## config.mk

```make
export PLATFORM = sky130hd
export DESIGN_NAME = block_field_engine
export DESIGN_NICKNAME = d
export VERILOG_FILES = /design/src/rtl/game_pkg.sv /design/src/rtl/lane_judge.sv /design/src/rtl/block_field_engine.sv
export SDC_FILE = /design/constraint.sdc
export NUM_CORES = 1
export LEC_CHECK = 0
export BUFFER_PORTS_ARGS = -buffer_cell sky130_fd_sc_hd__buf_2
export CORE_AREA = 4 4 138 113
export DETAILED_ROUTE_END_ITERATION = 10
export DIE_AREA = 0 0 142 117
export GPL_ROUTABILITY_DRIVEN = 0
export PLACE_DENSITY = 0.55
export SYNTH_ARGS = -nofsm -noshare
export SYNTH_HDL_FRONTEND = slang
export SYNTH_SLANG_ARGS = --single-unit
```

## constraint.sdc

```tcl
create_clock -name clk -period 3.95 [get_ports clk]
set_input_delay 0.9875 -clock clk [delete_from_list [all_inputs] [get_ports clk]]
set_output_delay 0.9875 -clock clk [all_outputs]
set_load 0.01 [all_outputs]
```

## src/rtl/game_pkg.sv

```systemverilog
// Shared definitions for the music-game field engine and the LED matrix driver.
package game_pkg;

    localparam int FIELD_ROWS     = 16;
    localparam int FIELD_LANES    = 4;
    localparam int PERFECT_POINTS = 2;
    localparam int GOOD_POINTS    = 1;

    // One field row: bit l is lane l.
    typedef logic [FIELD_LANES-1:0] row_t;

    typedef enum logic [1:0] {
        ST_IDLE  = 2'd0,
        ST_RUN   = 2'd1,
        ST_DRAIN = 2'd2,
        ST_DONE  = 2'd3
    } game_state_t;

    // Add two 16-bit values, clamping at all-ones.
    function automatic logic [15:0] sat_add16(input logic [15:0] a, input logic [15:0] b);
        logic [16:0] sum;
        sum = {1'b0, a} + {1'b0, b};
        return sum[16] ? 16'hFFFF : sum[15:0];
    endfunction

    // Add two 8-bit values, clamping at all-ones.
    function automatic logic [7:0] sat_add8(input logic [7:0] a, input logic [7:0] b);
        logic [8:0] sum;
        sum = {1'b0, a} + {1'b0, b};
        return sum[8] ? 8'hFF : sum[7:0];
    endfunction

endpackage

```

## src/rtl/lane_judge.sv

```systemverilog
// Per-lane hit judgement against the two bottom rows of the field.
module lane_judge (
    input  logic row_last_i,
    input  logic row_prev_i,
    input  logic key_i,
    output logic hit_o,
    output logic perfect_o,
    output logic clr_last_o,
    output logic clr_prev_o
);

    // The hit line has priority; the row above it only scores when the hit line is empty.
    always_comb begin
        hit_o      = 1'b0;
        perfect_o  = 1'b0;
        clr_last_o = 1'b0;
        clr_prev_o = 1'b0;
        if (key_i && row_last_i) begin
            hit_o      = 1'b1;
            perfect_o  = 1'b1;
            clr_last_o = 1'b1;
        end else if (key_i && row_prev_i) begin
            hit_o      = 1'b1;
            clr_prev_o = 1'b1;
        end else begin
            hit_o      = 1'b0;
        end
    end

endmodule

```

## src/rtl/block_field_engine.sv

```systemverilog
// Falling-block field engine: scrolls the field, accepts spawn rows, judges key presses,
// and keeps score and combo.
module block_field_engine
    import game_pkg::*;
#(
    parameter int ROWS        = FIELD_ROWS,
    parameter int LANES       = FIELD_LANES,
    parameter int PERFECT_PTS = PERFECT_POINTS,
    parameter int GOOD_PTS    = GOOD_POINTS
) (
    input  logic             clk,
    input  logic             rst,
    input  logic             start,
    input  logic             tick_step,
    input  logic             note_valid,
    input  logic [LANES-1:0] note_lanes,
    output logic             note_ready,
    input  logic             chart_end,
    input  logic [LANES-1:0] key_press,
    output logic [LANES-1:0] block_array [ROWS-1:0],
    output logic [LANES-1:0] hit_pulse,
    output logic [LANES-1:0] miss_pulse,
    output logic [15:0]      score,
    output logic [7:0]       combo,
    output logic             done
);

    game_state_t      state_q, state_d;
    logic [LANES-1:0] field_q [ROWS-1:0];
    logic [LANES-1:0] field_d [ROWS-1:0];
    logic [LANES-1:0] judged_s [ROWS-1:0];
    logic [LANES-1:0] buf_q, buf_d;
    logic             buf_valid_q, buf_valid_d;
    logic [LANES-1:0] hit_q, hit_d;
    logic [LANES-1:0] miss_q, miss_d;
    logic [15:0]      score_q, score_d;
    logic [7:0]       combo_q, combo_d;
    logic             done_q, done_d;

    logic             active_s;
    logic             transfer_s;
    logic             field_empty_s;
    logic [LANES-1:0] key_s;
    logic [LANES-1:0] hit_s, perfect_s, clr_last_s, clr_prev_s;
    logic [15:0]      pts_s;
    logic [7:0]       hit_cnt_s;

    assign active_s   = (state_q == ST_RUN) || (state_q == ST_DRAIN);
    assign key_s      = active_s ? key_press : '0;
    assign note_ready = (state_q == ST_RUN) && !buf_valid_q;
    assign transfer_s = note_valid && note_ready;

    for (genvar g = 0; g < LANES; g++) begin : g_lane
        lane_judge u_judge (
            .row_last_i (field_q[ROWS-1][g]),
            .row_prev_i (field_q[ROWS-2][g]),
            .key_i      (key_s[g]),
            .hit_o      (hit_s[g]),
            .perfect_o  (perfect_s[g]),
            .clr_last_o (clr_last_s[g]),
            .clr_prev_o (clr_prev_s[g])
        );
    end

    // Sum this cycle's points and count the lanes that were hit.
    always_comb begin
        pts_s     = 16'd0;
        hit_cnt_s = 8'd0;
        for (int l = 0; l < LANES; l++) begin
            if (perfect_s[l]) begin
                pts_s = pts_s + 16'(PERFECT_PTS);
            end else if (hit_s[l]) begin
                pts_s = pts_s + 16'(GOOD_PTS);
            end else begin
                pts_s = pts_s;
            end
            if (hit_s[l]) begin
                hit_cnt_s = hit_cnt_s + 8'd1;
            end else begin
                hit_cnt_s = hit_cnt_s;
            end
        end
    end

    // Next-state logic: game FSM, hit clearing, scroll, spawn buffer, score and combo.
    always_comb begin
        state_d       = state_q;
        field_d       = field_q;
        buf_d         = buf_q;
        buf_valid_d   = buf_valid_q;
        hit_d         = '0;
        miss_d        = '0;
        score_d       = score_q;
        combo_d       = combo_q;
        field_empty_s = 1'b1;

        // Hits are removed from the pre-shift field so a hit block never scrolls on.
        judged_s           = field_q;
        judged_s[ROWS-1]   = field_q[ROWS-1] & ~clr_last_s;
        judged_s[ROWS-2]   = field_q[ROWS-2] & ~clr_prev_s;

        case (state_q)
            ST_IDLE, ST_DONE: begin
                if (start) begin
                    state_d     = ST_RUN;
                    for (int i = 0; i < ROWS; i++) begin
                        field_d[i] = '0;
                    end
                    buf_d       = '0;
                    buf_valid_d = 1'b0;
                    score_d     = 16'd0;
                    combo_d     = 8'd0;
                end else begin
                    state_d     = state_q;
                end
            end
            ST_RUN, ST_DRAIN: begin
                if (tick_step) begin
                    miss_d     = field_q[ROWS-1] & ~clr_last_s;
                    field_d[0] = buf_valid_q ? buf_q : '0;
                    for (int i = 1; i < ROWS; i++) begin
                        field_d[i] = judged_s[i-1];
                    end
                end else begin
                    field_d    = judged_s;
                end

                // A transfer only happens with an empty buffer, so it may coincide with a tick
                // and simply lands in the buffer for the following tick.
                buf_valid_d = transfer_s ? 1'b1 : (tick_step ? 1'b0 : buf_valid_q);
                buf_d       = transfer_s ? note_lanes : buf_q;

                hit_d   = hit_s;
                score_d = sat_add16(score_q, pts_s);
                combo_d = (|miss_d) ? 8'd0 : sat_add8(combo_q, hit_cnt_s);

                if (state_q == ST_RUN) begin
                    state_d = chart_end ? ST_DRAIN : ST_RUN;
                end else begin
                    for (int i = 0; i < ROWS; i++) begin
                        field_empty_s = field_empty_s && (field_d[i] == '0);
                    end
                    state_d = (field_empty_s && !buf_valid_d) ? ST_DONE : ST_DRAIN;
                end
            end
            default: begin
                state_d = ST_IDLE;
            end
        endcase

        done_d = (state_d == ST_DONE);
    end

    // State and output registers with synchronous reset.
    always_ff @(posedge clk) begin
        if (rst) begin
            state_q     <= ST_IDLE;
            for (int i = 0; i < ROWS; i++) begin
                field_q[i] <= '0;
            end
            buf_q       <= '0;
            buf_valid_q <= 1'b0;
            hit_q       <= '0;
            miss_q      <= '0;
            score_q     <= 16'd0;
            combo_q     <= 8'd0;
            done_q      <= 1'b0;
        end else begin
            state_q     <= state_d;
            field_q     <= field_d;
            buf_q       <= buf_d;
            buf_valid_q <= buf_valid_d;
            hit_q       <= hit_d;
            miss_q      <= miss_d;
            score_q     <= score_d;
            combo_q     <= combo_d;
            done_q      <= done_d;
        end
    end

    assign block_array = field_q;
    assign hit_pulse   = hit_q;
    assign miss_pulse  = miss_q;
    assign score       = score_q;
    assign combo       = combo_q;
    assign done        = done_q;

endmodule

```

==> run metrics, run 1 <==
status complete, but fails checks; failing checks setup timing; Adder-Cell Fraction of Synth Area 4.645%; Post-Syn Area 0.004902 sq mm; Syn-to-layout area delta 29.40%; Critical Path RT 4170 ps; RSZ-0062 raised after global routing yes; CP Capture Type flip-flop; maximum clock frequency 251.5 MHz; Die Width 142 microns; Final Max Slew Viols 0; final-report hold violation count 0; routed vias 4,636; Worst Hold Class reg -> reg; CP Cell Sequence ha_4 > buf_4 > nand3b_1 > nand2_1 > o221ai_4 > xnor2_1 > ha_2 > a21oi_1 > o211a_1 > a211oi_2 > ha_1 > nor2b_4 > o21a_1 > buf_4 > o21a_1 > o211ai_1 > a2bb2oi_1 > o22ai_1; num ports 112; average wire per cell in the routed design 17.39 microns; R2R setup slack -30 ps; Seq/Total Area, Yosys 42.47%; Synth Area in Compound Gates 27.54%; ANT nets after route 0; crit-path max FO 11; Total Routing Usage GR 17.52%; CTS Buf Count 9; total net switching power 1009 uW; initial antenna violation count 0; H-tree Lvls 3; GR Overflow Total 0; Leak 0.002869 uW; CP max stage cell dfxtp_1; Gate Count Post-Synth 536; largest family of logic cells by synthesized area compound AO/OA/AOI/OAI gates; Max Cap Viol 0; Initial DRT Pass Iterations 5; Sw Ratio 34.86%; first-pass GRT wire length 23,060 microns; ys async rst share 0%; Tmin final 3976 ps; Seq cells post-synth 104; worst clock skew 9.134 ps; clock buffer depth 2; RR Startpoint state_q[0]$_SDFF_PP0_; ys flop type dfxtp_1; Skew-Pair Late Insertion Delay 350 ps; setup slack after layout -25.77 ps; fin cells 858; Crit Path Class reg -> reg; dpl hpwl 10,770 microns; worst slew pin tran 849.1 ps; fraction of layout cells with a size suffix above 1 31.75%; reg2reg path depth 18; EDFF count, synth 0; simple-gate portion of the synthesized area 17.48%; die height 117 microns; CP startpoint kind flip-flop; diode count 0; CTS Root Cell clkbuf_16; drt initial violations 317; Tot Pwr 2895 uW; Seq pwr share 38.1%; largest net degree at the start of global routing 59; CP peak stage delay 390 ps; Slew headroom 43.19%; DRC errors left 0; Critical R2R Capture score[10]$_SDFFE_PP0P_; final wirelength 14,920 microns; Starting Density 34.52%; number of global-route vias before repair 4,271; vias per cell 5.403; hold slack final 458.5 ps; full die area 0.01661 sq mm; Hold Buf Count CTS 0; CP Launch Point state_q[0]$_SDFF_PP0_; CTS tree built; CP arrival 4190 ps; Power per Cell Area 456.4 mW/mm^2; fin crit share 100.7%; core area 0.01420 sq mm; IO Port Bufs 111; Clock Power Share 31.3%; Clock Sinks 104; VDD IR max 0.2507 mV; yosys warns 0; DP Cell Count 836; Critical Path Sink score[10]$_SDFFE_PP0P_; Row Count 39; DP Worst Slack -397.3 ps; Reg clk slew, reported paths 70 ps; placed instance area 0.005853 sq mm; Final Instance Area 0.006344 sq mm; Combinational Power Share 30.6%; P_int 1886 uW; synth unique cells 72; Avg Cell Area, Syn 9.146 sq um; post-synthesis mux area share 0.4339%; NumNets Final 701; final setup fails 1; XOR/XNOR Fraction of Synth Area 2.680%
==> critical path: cells and delay by family, from the launching register on <==
| kind | cells | cell delay, ps |
|---|---|---|
| flops | 1 | 390 |
| simple gates | 3 | 590 |
| xor+xnor | 1 | 190 |
| fa+ha+maj | 3 | 730 |
| buf+inv | 2 | 310 |
| compound gates | 9 | 1620 |
==> synth_stat cells (2+ instances only) <==
master	number	share of area [%]
o21a_1	3	0.46
a22o_1	58	10
nand2_1	51	3.9
nand3_1	11	1.1
and4bb_2	2	0.51
a211oi_1	3	0.46
o211a_1	2	0.41
inv_1	13	1.0
nor2_1	37	2.8
o21ai_0	35	3.6
a21oi_1	32	3.3
or2_2	2	0.26
dfxtp_1	104	42
buf_4	8	1.2
nor3_1	4	0.41
a221o_1	2	0.41
ha_1	15	3.8
o311ai_0	3	0.54
o22ai_1	5	0.64
nor2b_1	9	1.1
xnor2_1	5	0.89
a21o_1	7	1.1
a32o_1	4	0.82
o211ai_1	4	0.61
a22o_2	2	0.41
buf_2	9	0.92
xor2_1	5	0.89
a2bb2oi_1	4	0.71
nand4_1	10	1.3
a31oi_1	2	0.26
nor4_1	9	1.1
a2111oi_0	2	0.36
fa_1	2	0.82
clkbuf_1	20	1.5
or4_1	7	1.1
or3_1	2	0.26
nand3b_1	2	0.31
nand2b_1	7	0.89
==> kinds of logic (layout without fill, tap and decap cells) <==
| kind of cell | count (synthesis) | after routing |
|---|---|---|
| compound gates | 185 | 185 |
| xor+xnor | 12 | 12 |
| fa+ha+maj | 17 | 17 |
| buf+inv | 50 | 187 |
| flops | 104 | 104 |
| mux | 2 | 2 |
| other cells | 1 | 2 |
| simple gates | 165 | 165 |
==> how the worst min path moves through the flow <==
stage                                       from                       end  slack, ps  cells after the start
detailed placement         combo[0]$_SDFFE_PP0P_     combo[0]$_SDFFE_PP0P_        450                      2
CTS                        combo[0]$_SDFFE_PP0P_     combo[0]$_SDFFE_PP0P_        460                      2
floorplan           block_array[63]$_SDFFE_PP0P_  miss_pulse[3]$_SDFF_PP0_        440                      2
finish                     combo[0]$_SDFFE_PP0P_     combo[0]$_SDFFE_PP0P_        460                      2
global placement           combo[3]$_SDFFE_PP0P_     combo[3]$_SDFFE_PP0P_        450                      2
global route               combo[2]$_SDFFE_PP0P_     combo[2]$_SDFFE_PP0P_        490                      2
==> what timing repair did <==
| action | in CTS | in global routing |
|---|---|---|
| pin swaps | 2 | 10 |
| buffers inserted | 0 | 7 |
| endpoints found under the setup margin | 16 | 23 |
| endpoints found under the hold margin | 0 | 0 |
| resized for setup | 6 | 23 |
==> layout by cell type (no fill, tap or decap), drive strengths merged, types with 4 or more instances in the layout <==
cell type  count
nand4         10
nand2         51
o21ai         37
clkbuf         9
a32o           4
a22o          60
o211ai         4
nor2          37
a21o           7
inv           14
a211oi         4
clkinvlp       4
nand2b         8
o22ai          5
nand3         11
or4            8
a21oi         33
xor2           5
buf          159
dfxtp        104
ha            15
xnor2          7
nor3           5
a2bb2oi        4
nor4          10
nor2b          9
==> registers in the layout (all words and copies together), names as in the netlist <==
signal / cells
block_array: 64
buf_q: 4
buf_valid_q: 1
combo: 8
done: 1
hit_pulse: 4
miss_pulse: 4
score: 16
state_q: 2
==> final cells by class <==
cell class | instances | area [sq um]
Inverter | 13 | 48.80
Tap cell | 184 | 230.2
Sequential cell | 104 | 2083
Multi-Input combinational cell | 383 | 2749
Clock buffer | 9 | 225.2
Clock inverter | 6 | 68.82
Timing Repair Buffer | 159 | 938.4
Fill cell | 1424 | 7856
==> power groups by stage <==
stage / Combinational, uW / Sequential, uW / Clock, uW
2_1_floorplan: 551 / 1120 / 0
3_3_place_gp: 813 / 1120 / 0
3_5_place_dp: 822 / 1120 / 0
4_1_cts: 852 / 1100 / 935
5_1_grt: 973 / 1110 / 971
6_report: 886 / 1100 / 907
==> routing by layer <==
metal,share of wire [%],GRT usage [%]
met5,0,0
met4,1.3,4.795
met3,5.1,5.077
met2,45,26.09
met1,49,24.84
==> per-stage QoR <==
stage	utilization, %	TNS, ps
after floorplan	-	0
after global placement	41.22	-4081
after detailed placement	41.22	-5806
after CTS	43.52	0
after global routing	44.67	-1307
final	44.67	-25.77
Power figures use the tool's default switching activity.
==> run 2, diff against run 1 <==
--- a/config.mk
+++ b/config.mk
@@ -5,12 +5,14 @@
 export SDC_FILE = /design/constraint.sdc
 export NUM_CORES = 1
 export LEC_CHECK = 0
-export BUFFER_PORTS_ARGS = -buffer_cell sky130_fd_sc_hd__buf_2
+export BUFFER_PORTS_ARGS = -buffer_cell sky130_fd_sc_hd__buf_4
 export CORE_AREA = 4 4 138 113
 export DETAILED_ROUTE_END_ITERATION = 10
 export DIE_AREA = 0 0 142 117
 export GPL_ROUTABILITY_DRIVEN = 0
 export PLACE_DENSITY = 0.55
+export RECOVER_POWER = 50
+export SLEW_MARGIN = 20
 export SYNTH_ARGS = -nofsm -noshare
 export SYNTH_HDL_FRONTEND = slang
 export SYNTH_SLANG_ARGS = --single-unit
==> run 2 against run 1 <==
Net effect:
- the flow now finishes without violations
- hold slack gained 3.9 ps
- core utilization shrank 0.51 points
- via count grew 0.65%
- register-to-register slack gained 90 ps
- sequential share of layout area grew 0.38 points
- design area shrank 1.1%
- cell count shrank 0.12%
- clock power grew 7.2%
- clock skew shrank 3.4 ps
- largest power group unchanged
==> run metrics, run 2 (same netlist as run 1, synthesis figures left out) <==
drt initial violations 371 (was 317); fin cells 857 (was 858); Syn-to-layout area delta 27.92% (was 29.40%); Reg clk slew, reported paths 70 ps (about the same); fin crit share 98.93% (was 100.7%); CP Capture Type flip-flop (unchanged); vias per cell 5.445 (was 5.403); VDD IR max 0.3489 mV (was 0.2507 mV); Skew-Pair Late Insertion Delay 360 ps (was 350 ps); Critical Path RT 4170 ps (about the same); diode count 0 (unchanged); CTS tree built (unchanged); Tmin final 3908 ps (was 3976 ps); Power per Cell Area 470.8 mW/mm^2 (was 456.4 mW/mm^2); dpl hpwl 10,670 microns (was 10,770 microns); NumNets Final 699 (was 701); Die Width 142 microns (unchanged); setup TNS 0 ps (was -25.77 ps); CP arrival 4130 ps (was 4190 ps); reg2reg path depth 19 (was 18); Starting Density 34.52% (unchanged); hold depth 2 (unchanged); full die area 0.01661 sq mm (unchanged); DP Worst Slack -511.9 ps (was -397.3 ps); final setup fails 0 (was 1); worst clock skew 5.776 ps (was 9.134 ps); routed vias 4,666 (was 4,636); commonest cells after routing, fill and taps aside dfxtp_1, clkbuf_1, buf_4 (was buf_2, dfxtp_1, a22o_1); CTS Buf Count 9 (unchanged); DRC errors left 0 (unchanged); core area 0.01420 sq mm (unchanged); maximum clock frequency 255.9 MHz (was 251.5 MHz); fraction of layout cells with a size suffix above 1 18.57% (was 31.75%); final-report hold violation count 0 (unchanged); num ports 112 (unchanged); Final Max Slew Viols 0 (unchanged); H-tree Lvls 3 (unchanged); hold slack final 462.4 ps (was 458.5 ps); R2R setup slack 60 ps (was -30 ps); Row Count 39 (unchanged); Leak 0.002512 uW (was 0.002869 uW); Max Cap Viol 0 (unchanged); Initial DRT Pass Iterations 5 (unchanged); initial antenna violation count 0 (unchanged); Reg area 0.002083 sq mm (unchanged); setup slack after layout 42.19 ps (was -25.77 ps); Worst Hold Class reg -> reg (unchanged); Clock Sinks 104 (unchanged); RR Startpoint state_q[1]$_SDFF_PP0_ (was state_q[0]$_SDFF_PP0_); final wirelength 14,720 microns (was 14,920 microns); DP Cell Count 833 (was 836); GR Overflow Total 0 (unchanged); worst slew pin tran 635.4 ps (was 849.1 ps); CTS Root Cell clkbuf_16 (unchanged); Slew headroom 57.58% (was 43.19%); clock buffer depth 2 (unchanged); Critical Path Sink score[10]$_SDFFE_PP0P_ (unchanged); Critical R2R Capture score[10]$_SDFFE_PP0P_ (unchanged); ANT nets after route 0 (unchanged); Total Routing Usage GR 17.35% (was 17.52%); Tot Pwr 2953 uW (was 2895 uW); status finished, final reports clean (was complete, but fails checks); Crit Path Class in -> reg (was reg -> reg); average wire per cell in the routed design 17.18 microns (was 17.39 microns); first-pass GRT wire length 23,000 microns (was 23,060 microns); number of global-route vias before repair 4,342 (was 4,271); largest net degree at the start of global routing 60 (was 59); CP startpoint kind input pin (was flip-flop); max reg flops 64 (unchanged); most common cell after layout, fill and taps aside dfxtp_1 (was buf_2); crit-path max FO 4 (was 11); CP Launch Point key_press[0] (was state_q[0]$_SDFF_PP0_); IO Port Bufs 111 (unchanged); Multi-input gate area 0.002709 sq mm (was 0.002749 sq mm); Fill cells 1,440 (was 1,424); die height 117 microns (unchanged); RSZ-0062 raised after global routing yes (unchanged)
[run 2: cell count changes in the layout (fill, tap and decap cells not counted), moves of 2 or more]
cell,delta
o21ai_1,-2
buf_2,-110
clkbuf_1,+83
buf_4,+27
clkinvlp_4,-3
[run 2: where the power goes]
part	internal, uW	switching [uW]	total (uW)
sequential	1080	23.3	1100
combinational	319	562	880
clock	560	412	972
[run 2: worst min path at each step]
| stage | start | to | slack, ps |
|---|---|---|---|
| 3_3_place_gp | combo[0]$_SDFFE_PP0P_ | combo[0]$_SDFFE_PP0P_ | 450 |
| 4_1_cts | combo[0]$_SDFFE_PP0P_ | combo[0]$_SDFFE_PP0P_ | 470 |
| 3_5_place_dp | combo[0]$_SDFFE_PP0P_ | combo[0]$_SDFFE_PP0P_ | 460 |
| 5_1_grt | combo[0]$_SDFFE_PP0P_ | combo[0]$_SDFFE_PP0P_ | 490 |
| 6_report | combo[0]$_SDFFE_PP0P_ | combo[0]$_SDFFE_PP0P_ | 460 |
| 2_1_floorplan | block_array[63]$_SDFFE_PP0P_ | miss_pulse[3]$_SDFF_PP0_ | 440 |
[run 2: metal layers]
layer / part of all wire, % / vias to the layer above / global-route usage (%)
met5: 0 / - / 0
met4: 1.5 / 0 / 4.859
met3: 4.8 / 15 / 4.712
met2: 44 / 116 / 25.62
met1: 50 / 2255 / 24.93
li1: - / 2280 / -
[run 2: what timing repair did]
item	4_1_cts	5_1_grt
gates cloned	0	0
endpoints found under the hold margin	0	0
endpoints found under the setup margin	16	16
setup buffers	5	3
hold buffers	0	0
gates resized for setup	7	15
pin swaps	6	15
[run 2: stage by stage]
stage / util [%] / area [sq um]
detailed placement: 43.00 / 6106
floorplan: - / 4930
global route: 44.16 / 6271
global placement: 43.00 / 6106
finish: 44.16 / 6271
CTS: 45.79 / 6502
[run 2: area by class of cell]
type	count	area share, %
Clock buffer	10	3.651
Clock inverter	6	1.476
Inverter	13	0.7781
Multi-Input combinational cell	383	43.20
Sequential cell	104	33.22
Tap cell	184	3.671
Timing Repair Buffer	157	14.01
[run 2: critical path, cell delays in order]
cell,delay (ps)
buf_6,90
and4bb_2,250
xnor2_4,260
o211a_1,210
a2bb2oi_2,150
nand2_1,90
ha_1,290
nor3b_2,170
a211oi_2,60
ha_1,350
nor2b_4,140
o21a_1,190
buf_4,130
o21a_1,200
o211ai_1,180
buf_4,170
a2bb2oi_2,130
o22ai_1,80
==> run 3, diff against run 2 <==
--- a/config.mk
+++ b/config.mk
@@ -10,7 +10,7 @@
 export DETAILED_ROUTE_END_ITERATION = 10
 export DIE_AREA = 0 0 142 117
 export GPL_ROUTABILITY_DRIVEN = 0
-export PLACE_DENSITY = 0.55
+export PLACE_DENSITY = 0.53
 export RECOVER_POWER = 50
 export SLEW_MARGIN = 20
 export SYNTH_ARGS = -nofsm -noshare
==> constraint.sdc (replaced) <==
create_clock -name clk -period 4 [get_ports clk]
set_input_delay 1 -clock clk [delete_from_list [all_inputs] [get_ports clk]]
set_output_delay 1 -clock clk [all_outputs]
set_load 0.01 [all_outputs]
==> run 3 against run 2 <==
Net effect:
- core utilization grew 1.8 points
- first-iteration DRC count shrank 13%
- highest routed layer unchanged
- combinational power shrank 2%
- largest cell class unchanged
==> run metrics, run 3 (same netlist as run 1, synthesis figures left out) <==
Power per Cell Area 434.2 mW/mm^2 (was 470.8 mW/mm^2); CTS Buf Count 9 (unchanged); commonest cells after routing, fill and taps aside buf_4, dfxtp_1, a22o_1 (was dfxtp_1, clkbuf_1, buf_4); Initial DRT Pass Iterations 5 (unchanged); GR Overflow Total 0 (unchanged); Clock Sinks 104 (unchanged); drt initial violations 323 (was 371); full die area 0.01661 sq mm (unchanged); die height 117 microns (unchanged); Max Cap Viol 0 (unchanged); maximum clock frequency 254.4 MHz; worst clock skew 8.039 ps (was 5.776 ps); fin crit share 98.26%; diode count 0 (unchanged); Reg area 0.002083 sq mm (unchanged); Multi-input gate area 0.002714 sq mm (was 0.002709 sq mm); Row Count 39 (unchanged); Final Max Slew Viols 0 (unchanged); hold slack final 465.0 ps (was 462.4 ps); worst slew pin tran 1029 ps (was 635.4 ps); RSZ-0062 raised after global routing yes (unchanged); Fill cells 1,384 (was 1,440); ANT nets after route 0 (unchanged); fraction of layout cells with a size suffix above 1 29.51% (was 18.57%); CP arrival 4150 ps (was 4130 ps); dpl hpwl 11,160 microns (was 10,670 microns); vias per cell 5.429 (was 5.445); Crit Path Class in -> reg (unchanged); Slew headroom 31.18% (was 57.58%); first-pass GRT wire length 23,050 microns (was 23,000 microns); CP Capture Type flip-flop (unchanged); Critical Path RT 4220 ps (was 4170 ps); final-report hold violation count 0 (unchanged); IO Port Bufs 111 (unchanged); VDD IR max 0.2344 mV (was 0.3489 mV); Syn-to-layout area delta 33.26% (was 27.92%); Die Width 142 microns (unchanged); final setup fails 0 (unchanged); initial antenna violation count 0 (unchanged); final wirelength 15,210 microns (was 14,720 microns); CTS tree built (unchanged); most common cell after layout, fill and taps aside buf_4 (was dfxtp_1); number of global-route vias before repair 4,298 (was 4,342); Reg clk slew, reported paths 70 ps (about the same); setup slack after layout 69.51 ps (was 42.19 ps); Hold Buf Count CTS 0 (unchanged); core area 0.01420 sq mm (unchanged); num ports 112 (unchanged); status finished, final reports clean (unchanged); DRC errors left 0 (unchanged); Skew-Pair Late Insertion Delay 350 ps (was 360 ps); setup TNS 0 ps (unchanged); R2R setup slack 110 ps (was 60 ps); Starting Density 34.52% (unchanged); H-tree Lvls 3 (unchanged); Total Routing Usage GR 17.56% (was 17.35%); Worst Hold Class reg -> reg (unchanged); max reg flops 64 (unchanged); Leak 0.002820 uW (was 0.002512 uW); average wire per cell in the routed design 17.78 microns (was 17.18 microns); largest net degree at the start of global routing 58 (was 60); routed vias 4,642 (was 4,666); crit-path max FO 4 (unchanged); clock buffer depth 2 (unchanged); Tmin final 3930 ps; DP Worst Slack -400.7 ps (was -511.9 ps); CP startpoint kind input pin (unchanged); CTS Root Cell clkbuf_16 (unchanged); NumNets Final 698 (was 699)
[run 3: cell count changes in the layout (fill, tap and decap cells not counted), moves of 2 or more]
cell,before,now
nor2_1,36,34
xnor2_1,5,3
o21ai_1,2,7
buf_4,73,141
buf_6,2,4
clkbuf_1,83,10
xnor2_4,1,3
o21ai_0,32,28
[run 3: metrics by stage]
stage	power, uW	cells	area, sq um	utilization (%)
6_report	2837	855	6533	46.00
5_1_grt	2988	855	6533	46.00
4_1_cts	2841	853	6454	45.45
3_5_place_dp	1939	838	6140	43.24
3_3_place_gp	1937	838	6140	43.24
2_1_floorplan	1643	537	4911	-
[run 3: metal layers]
| layer | vias to the layer above | part of all wire, % | track usage [%] |
|---|---|---|---|
| li1 | 2280 | - | - |
| met1 | 2206 | 49 | 25.82 |
| met2 | 139 | 43 | 25.40 |
| met3 | 17 | 5.8 | 3.818 |
| met4 | 0 | 1.9 | 6.010 |
| met5 | - | 0 | 0 |
[run 3: timing repair]
item	CTS	global route
pin swaps	0	15
gates cloned	0	0
resized for setup	4	28
setup endpoints to repair	16	24
buffers inserted	0	2
[run 3: report_power, final]
group / internal, uW / leakage [uW] / switching, uW
clock network: 486 / 0.000139 / 403
logic: 300 / 0.00184 / 561
registers: 1060 / 0.000839 / 22.7
[run 3: cell type report]
| class | count | area share, % |
|---|---|---|
| well taps | 184 | 3.524 |
| repair buffers | 156 | 17.77 |
| clock inverters | 6 | 1.073 |
| flip-flops and latches | 104 | 31.89 |
| inverters | 13 | 0.7470 |
| multi-input cells | 383 | 41.54 |
| clock buffers | 9 | 3.448 |
[run 3: critical path: stages]
cell and delay, ps:
buf_6 90, and4bb_2 250, xnor2_4 260, o21ai_4 110, buf_4 160, xnor2_4 210
ha_1 270, nor3b_2 180, a211oi_2 70, ha_1 330, nor2b_1 140, o21a_1 210
buf_6 120, o21a_1 190, o211ai_1 260, a2bb2oi_1 200, o22ai_1 90
[run 3: final timing paths]
| kind | start | to | depth (start not counted) |
|---|---|---|---|
| min | combo[2]$_SDFFE_PP0P_ | combo[2]$_SDFFE_PP0P_ | 2 |
| max reg2reg | state_q[1]$_SDFF_PP0_ | score[10]$_SDFFE_PP0P_ | 18 |
| max | key_press[1] | score[10]$_SDFFE_PP0P_ | 17 |
| min reg2reg | combo[2]$_SDFFE_PP0P_ | combo[2]$_SDFFE_PP0P_ | 2 |
